[src/rtl/pkt_read_sched.sv]
// Round-robin scheduler sharing one packet-buffer read controller among egress ports.
// Define PKT_READ_TIMEOUT_EN to enable the WAIT-state watchdog (err_o abort pulse).
module pkt_read_sched #(
  parameter int NUM_PORTS   = 4,
  parameter int ADDR_W      = 10,
  parameter int BLOCK_BITS  = 128,
  parameter int TIMEOUT_CYC = 15
) (
  input  logic                        clk,
  input  logic                        rst,
  input  logic [NUM_PORTS-1:0]        req_i,
  input  logic [NUM_PORTS*ADDR_W-1:0] head_addr_i,
  input  logic [NUM_PORTS-1:0]        rdy_i,
  output logic [NUM_PORTS-1:0]        pop_o,
  output logic [NUM_PORTS-1:0]        grant_o,
  output logic                        busy_o,
  output logic                        rc_re_o,
  output logic                        rc_start_o,
  output logic [ADDR_W-1:0]           rc_start_addr_o,
  input  logic [BLOCK_BITS-1:0]       rc_data_i,
  input  logic                        rc_valid_i,
  input  logic                        rc_end_i,
  output logic [BLOCK_BITS-1:0]       eg_data_o,
  output logic [NUM_PORTS-1:0]        eg_valid_o,
  output logic                        eg_end_o,
  output logic                        err_o
);

  localparam int PTR_W = (NUM_PORTS > 1) ? $clog2(NUM_PORTS) : 1;

  typedef enum logic [1:0] {IDLE, START, WAIT, HOLD} state_t;

  state_t               state, state_nxt;
  logic [PTR_W-1:0]     rr_ptr, rr_ptr_nxt;  // last granted port; doubles as the owner while busy
  logic [NUM_PORTS-1:0] grant_q, grant_nxt;
  logic [NUM_PORTS-1:0] eligible;
  logic                 pick_found;
  logic [PTR_W-1:0]     pick_idx;
  logic [PTR_W-1:0]     cand;
  logic                 timeout_hit;

  assign eligible = req_i & rdy_i;

  // First eligible port scanning cyclically after the pointer.
  always_comb begin
    // NOTE: combinational outputs get a default before any branch so no path can infer a latch.
    pick_found = 1'b0;
    pick_idx   = '0;
    cand       = '0;
    for (int off = 1; off <= NUM_PORTS; off++) begin
      cand = PTR_W'((int'(rr_ptr) + off) % NUM_PORTS);
      if (!pick_found && eligible[cand]) begin
        pick_found = 1'b1;
        pick_idx   = cand;
      end
    end
  end

  always_ff @(posedge clk or posedge rst) begin
    // NOTE: sequential state uses non-blocking assignments so every flop samples pre-edge values.
    if (rst) begin
      state   <= IDLE;
      rr_ptr  <= PTR_W'(NUM_PORTS - 1);
      grant_q <= '0;
    end else begin
      state   <= state_nxt;
      rr_ptr  <= rr_ptr_nxt;
      grant_q <= grant_nxt;
    end
  end

`ifdef PKT_READ_TIMEOUT_EN
  localparam int TO_W = $clog2(TIMEOUT_CYC + 1);
  logic [TO_W-1:0] to_cnt;

  // Counts consecutive WAIT cycles without a returned block.
  always_ff @(posedge clk or posedge rst) begin
    if (rst) begin
      to_cnt <= '0;
    end else if (state != WAIT || rc_valid_i) begin
      to_cnt <= '0;
    end else begin
      to_cnt <= to_cnt + TO_W'(1);
    end
  end

  assign timeout_hit = (state == WAIT) && !rc_valid_i && (to_cnt == TO_W'(TIMEOUT_CYC - 1));
`else
  logic unused_timeout;
  assign unused_timeout = (TIMEOUT_CYC != 0);
  assign timeout_hit    = 1'b0;
`endif

  always_comb begin
    state_nxt       = state;
    rr_ptr_nxt      = rr_ptr;
    grant_nxt       = grant_q;
    pop_o           = '0;
    rc_re_o         = 1'b0;
    rc_start_o      = 1'b0;
    rc_start_addr_o = '0;
    eg_valid_o      = '0;
    eg_end_o        = 1'b0;
    err_o           = 1'b0;
    case (state)
      IDLE: begin
        if (pick_found) begin
          state_nxt  = START;
          rr_ptr_nxt = pick_idx;
          grant_nxt  = NUM_PORTS'(1) << pick_idx;
        end
      end
      START: begin
        rc_re_o         = 1'b1;
        rc_start_o      = 1'b1;
        rc_start_addr_o = head_addr_i[int'(rr_ptr)*ADDR_W +: ADDR_W];
        pop_o[rr_ptr]   = 1'b1;
        state_nxt       = WAIT;
      end
      WAIT: begin
        if (rc_valid_i) begin
          eg_valid_o[rr_ptr] = 1'b1;
          eg_end_o           = rc_end_i;
          if (rc_end_i) begin
            state_nxt = IDLE;
            grant_nxt = '0;
          end else if (rdy_i[rr_ptr]) begin
            rc_re_o = 1'b1;  // chained read: controller follows next_idx from the footer
          end else begin
            state_nxt = HOLD;
          end
        end else if (timeout_hit) begin
          err_o     = 1'b1;
          state_nxt = IDLE;
          grant_nxt = '0;
        end
      end
      HOLD: begin
        if (rdy_i[rr_ptr]) begin
          rc_re_o   = 1'b1;
          state_nxt = WAIT;
        end
      end
      default: state_nxt = IDLE;
    endcase
  end

  assign grant_o   = grant_q;
  assign busy_o    = (state != IDLE);
  assign eg_data_o = rc_data_i;

endmodule

[config.mk]
export PLATFORM = sky130hd
export DESIGN_NAME = pkt_read_sched
export DESIGN_NICKNAME = d
export VERILOG_FILES = /design/src/rtl/pkt_read_sched.sv
export SDC_FILE = /design/constraint.sdc
export NUM_CORES = 1
export LEC_CHECK = 0
export BUFFER_PORTS_ARGS = -buffer_cell sky130_fd_sc_hd__buf_2
export CAP_MARGIN = 30
export CELL_PAD_IN_SITES_DETAIL_PLACEMENT = 1
export CELL_PAD_IN_SITES_GLOBAL_PLACEMENT = 2
export CORE_MARGIN = 2
export CORE_UTILIZATION = 12
export CTS_CLUSTER_DIAMETER = 150
export DETAILED_ROUTE_END_ITERATION = 10
export GPL_TIMING_DRIVEN = 0
export PLACE_DENSITY = 0.82
export SYNTH_ARGS = -nofsm -noshare
export SYNTH_HDL_FRONTEND = slang
export SYNTH_SLANG_ARGS = --single-unit
export TNS_END_PERCENT = 20
[constraint.sdc]
create_clock -name clk -period 3.05 [get_ports clk]
set_input_delay 0.305 -clock clk [delete_from_list [all_inputs] [get_ports clk]]
set_output_delay 0.305 -clock clk [all_outputs]
set_load 0.01 [all_outputs]
==> impl_metrics.py <==
metrics = {
    "power_and_ir_drop": {
        "power.share.combinational_pct": 70.2,
        "power_switching_mw": 0.611,
        "power_density_nw_per_um2": 444,
        "clock_power_share_pct": 15.4,
        "internal_power_mw": 0.879,
        "power.switching_fraction_pct": 41.0,
        "max-vdd-ir-drop_mv": 0.158,
        "p_seq_share_pct": 14.3,
        "power.static_leakage_nw": 1.92,
    },
    "sta": {
        "final_critical_period_ps": 2440,
        "slew_violations": 0,
        "fmax_mhz": 410,
        "finalCritPeriodShare_pct": 80.0,
        "holdWs_ps": 4.05,
        "timing.clock.skew_ps": 3.50,
        "finalSetupTns_ps": 0,
        "rsz_0062_raised_after_global_routing": "no",
        "worst_slew_pin_slew_ps": 646,
        "setup_viol": 0,
        "worst_slew_margin_rel_pct": 56.9,
        "finalHoldViolations": 0,
    },
    "setup_path": {
        "cp.required_ps": 2740,
        "critical_path.startpoint_type": "flop",
        "critical_path.max_fanout": 10,
        "worst_ep_arrival_time_ps": 2140,
        "worstSetupEndpointType": "output pin",
        "timing_worst_setup_path_type": "reg -> out",
    },
    "synth": {
        "dominantRegCellSynth": "dfrtp_1",
        "async_reset_ff_share_pct": 100,
        "yosysWarningCount": 0,
        "synth_sequential_area_ratio_pct": 10.3,
        "count_of_flip_flops_with_a_built_in_enable_after_synthesis": 0,
        "synth_seq_cells": 8,
        "synth.cell_area_um2": 1980,
        "netlist_instances": 231,
        "synth_cell_types": 41,
        "syn_area_per_cell_um2": 8.56,
        "synthesis.nets": 415,
    },
    "clock_network": {
        "cts.sinks": 8,
        "cts_root_buf": "clkbuf_16",
        "ctsResizeCount": 0,
        "ctsHtreeMaxLevel": 1,
        "tritoncts": "done",
        "cts_inserted_buffers": 3,
        "post_cts.repair.setup_buffers": 0,
        "number_of_buffers_added_to_fix_hold_violations_after_cts": 0,
        "ctsLongestPathBuffers": 2,
        "worstSkewPairLatency_ps": 240,
        "cts.clk_slew.worst_paths_ps": 40,
    },
    "route": {
        "via_per_inst": 3.40,
        "routedWlPerCell_um": 12.0,
        "drt_pass1_iterations": 4,
        "met1_length_um": 2310,
        "routed_wl_met2_um": 4400,
        "drt_iter0_markers": 17,
        "wirelength_um": 7870,
        "met3RoutedLength_um": 1040,
        "via_count": 2237,
        "drc": 0,
        "highest-signal-layer": "met5",
        "remaining_number_of_nets_flagged_by_the_antenna_check_after_routing": 0,
    },
    "cells_and_area": {
        "fillers": 2014,
        "layoutNonFillerInstCount": 658,
        "postLayoutCoreUtil_pct": 21.0,
        "layout.nets": 625,
        "layout-area-overhead-vs-synth_pct": 69.8,
        "finalInstanceArea_um2": 3360,
        "share_of_post_route_cells_with_drive_strength_above_1_pct": 81.8,
        "mostFrequentLayoutCell": "buf_2",
        "most-common-layout-cells": "buf_2 (205), buf_4 (130), and2_1 (18), nand2_1 (11), mux4_2 (10)",
    },
    "run": {
        "drv.max_cap_violation_count": 0,
    },
    "floorplanning": {
        "die_area_um2": 17500,
        "chipHeight_um": 132,
        "start_util_pct": 12.4,
        "fp-row-count": 46,
        "die-width_um": 132,
        "design.portCount": 335,
        "design.core.area_um2": 16000,
    },
    "placed_design": {
        "gp_congestion": 0.690,
        "detailed_place.area_um2": 3270,
        "numPortBuffers": 205,
        "dpl.hpwl_um": 7210,
        "placed_cells_incl_taps": 652,
    },
    "global_route": {
        "grt_pass1_vias": 2235,
        "total_congestion_overflow_after_global_routing": 0,
        "antenna_found_initial": 3,
        "grtUsageTotal_pct": 8.06,
        "global_route_wire_length_before_repair_um": 11300,
        "grt_start_max_net_pins": 11,
    },
    "status": {
        "outcome": "finished clean",
    },
    "worst_hold_path": {
        "min-delay-path-class": "in -> async",
    },
}
==> cell families (layout without fill, tap and decap cells) <==
kind of cell	Yosys count	after routing	synth area share (%)
compound gates	24	24	9.94
fa+ha+maj	4	4	2.53
buf+inv	139	348	52.0
flops	8	8	10.3
mux	12	12	13.5
other cells	1	3	0.190
simple gates	43	43	11.6
==> power by group through the flow <==
stage	sequential (mW)	clock (mW)	combinational (mW)
finish	0.214	0.230	1.05
CTS	0.216	0.234	1.07
global route	0.223	0.243	1.15
floorplan	0.217	0	0.702
detailed placement	0.216	0	1.07
global placement	0.215	0	1.06
==> cells in the mapped netlist (2+ instances only) <==
library cell	n	area share (%)
a21oi_1	2	0.51
dfstp_2	2	2.7
and2_1	18	5.7
ha_1	4	2.5
buf_4	130	49
nand2_1	11	2.1
inv_1	3	0.57
clkbuf_1	2	0.38
nand3_1	5	1.3
a211oi_1	2	0.76
o21ai_0	3	0.76
buf_6	2	1.1
a22o_1	2	0.89
mux4_2	10	11
dfrtp_1	6	7.6
o2bb2ai_1	2	0.89
nor2_1	3	0.57
==> per-stage QoR <==
stage          setup WS (ps)  power, mW
2_1_floorplan            984      0.919
6_report                 609       1.49
3_5_place_dp             762       1.29
4_1_cts                  548       1.53
5_1_grt                  471       1.62
3_3_place_gp             769       1.28
==> cell type report <==
cell class	instances	area, µm²	area share [%]
timing repair buffer	205	1030	30.6
multi-input combinational	84	747	22.3
buffer	134	1010	30.0
inverter	5	21.3	0.634
sequential	8	203	6.04
antenna	2	5.00	0.149
clock buffer	4	78.8	2.35
tap	216	270	8.05
==> worst max-delay path, cell delays in order, from the launching register on <==
cell	delay, ps
dfstp_2	550
buf_6	140
clkbuf_1	510
mux4_2	410
and2_1	160
buf_2	130
==> worst paths after layout <==
check,startpoint,to,slack [ps],cells past startpoint
worst max register to register,rr_ptr[0],grant_o[2],790,8
worst min-delay path,rst,grant_o[3],4,2
min in group clk,rc_valid_i,state[1],390,3
worst max-delay path,rr_ptr[1],rc_start_addr_o[6],610,5
max in group asynchronous,rst,rr_ptr[0],2760,2
worst min register to register,grant_o[3],grant_o[3],480,1
==> state kept, by name, indices dropped and copies added, names as in the netlist <==
register,flops
grant_o,4
state,2
rr_ptr,2
==> layer usage <==
metal | vias up | GRT usage (%)
li1 | 1065 | -
met1 | 965 | 6.95
met2 | 197 | 16.9
met3 | 8 | 2.88
met4 | 2 | 2.27
met5 | - | 0
(Power assumes the default switching activity.)
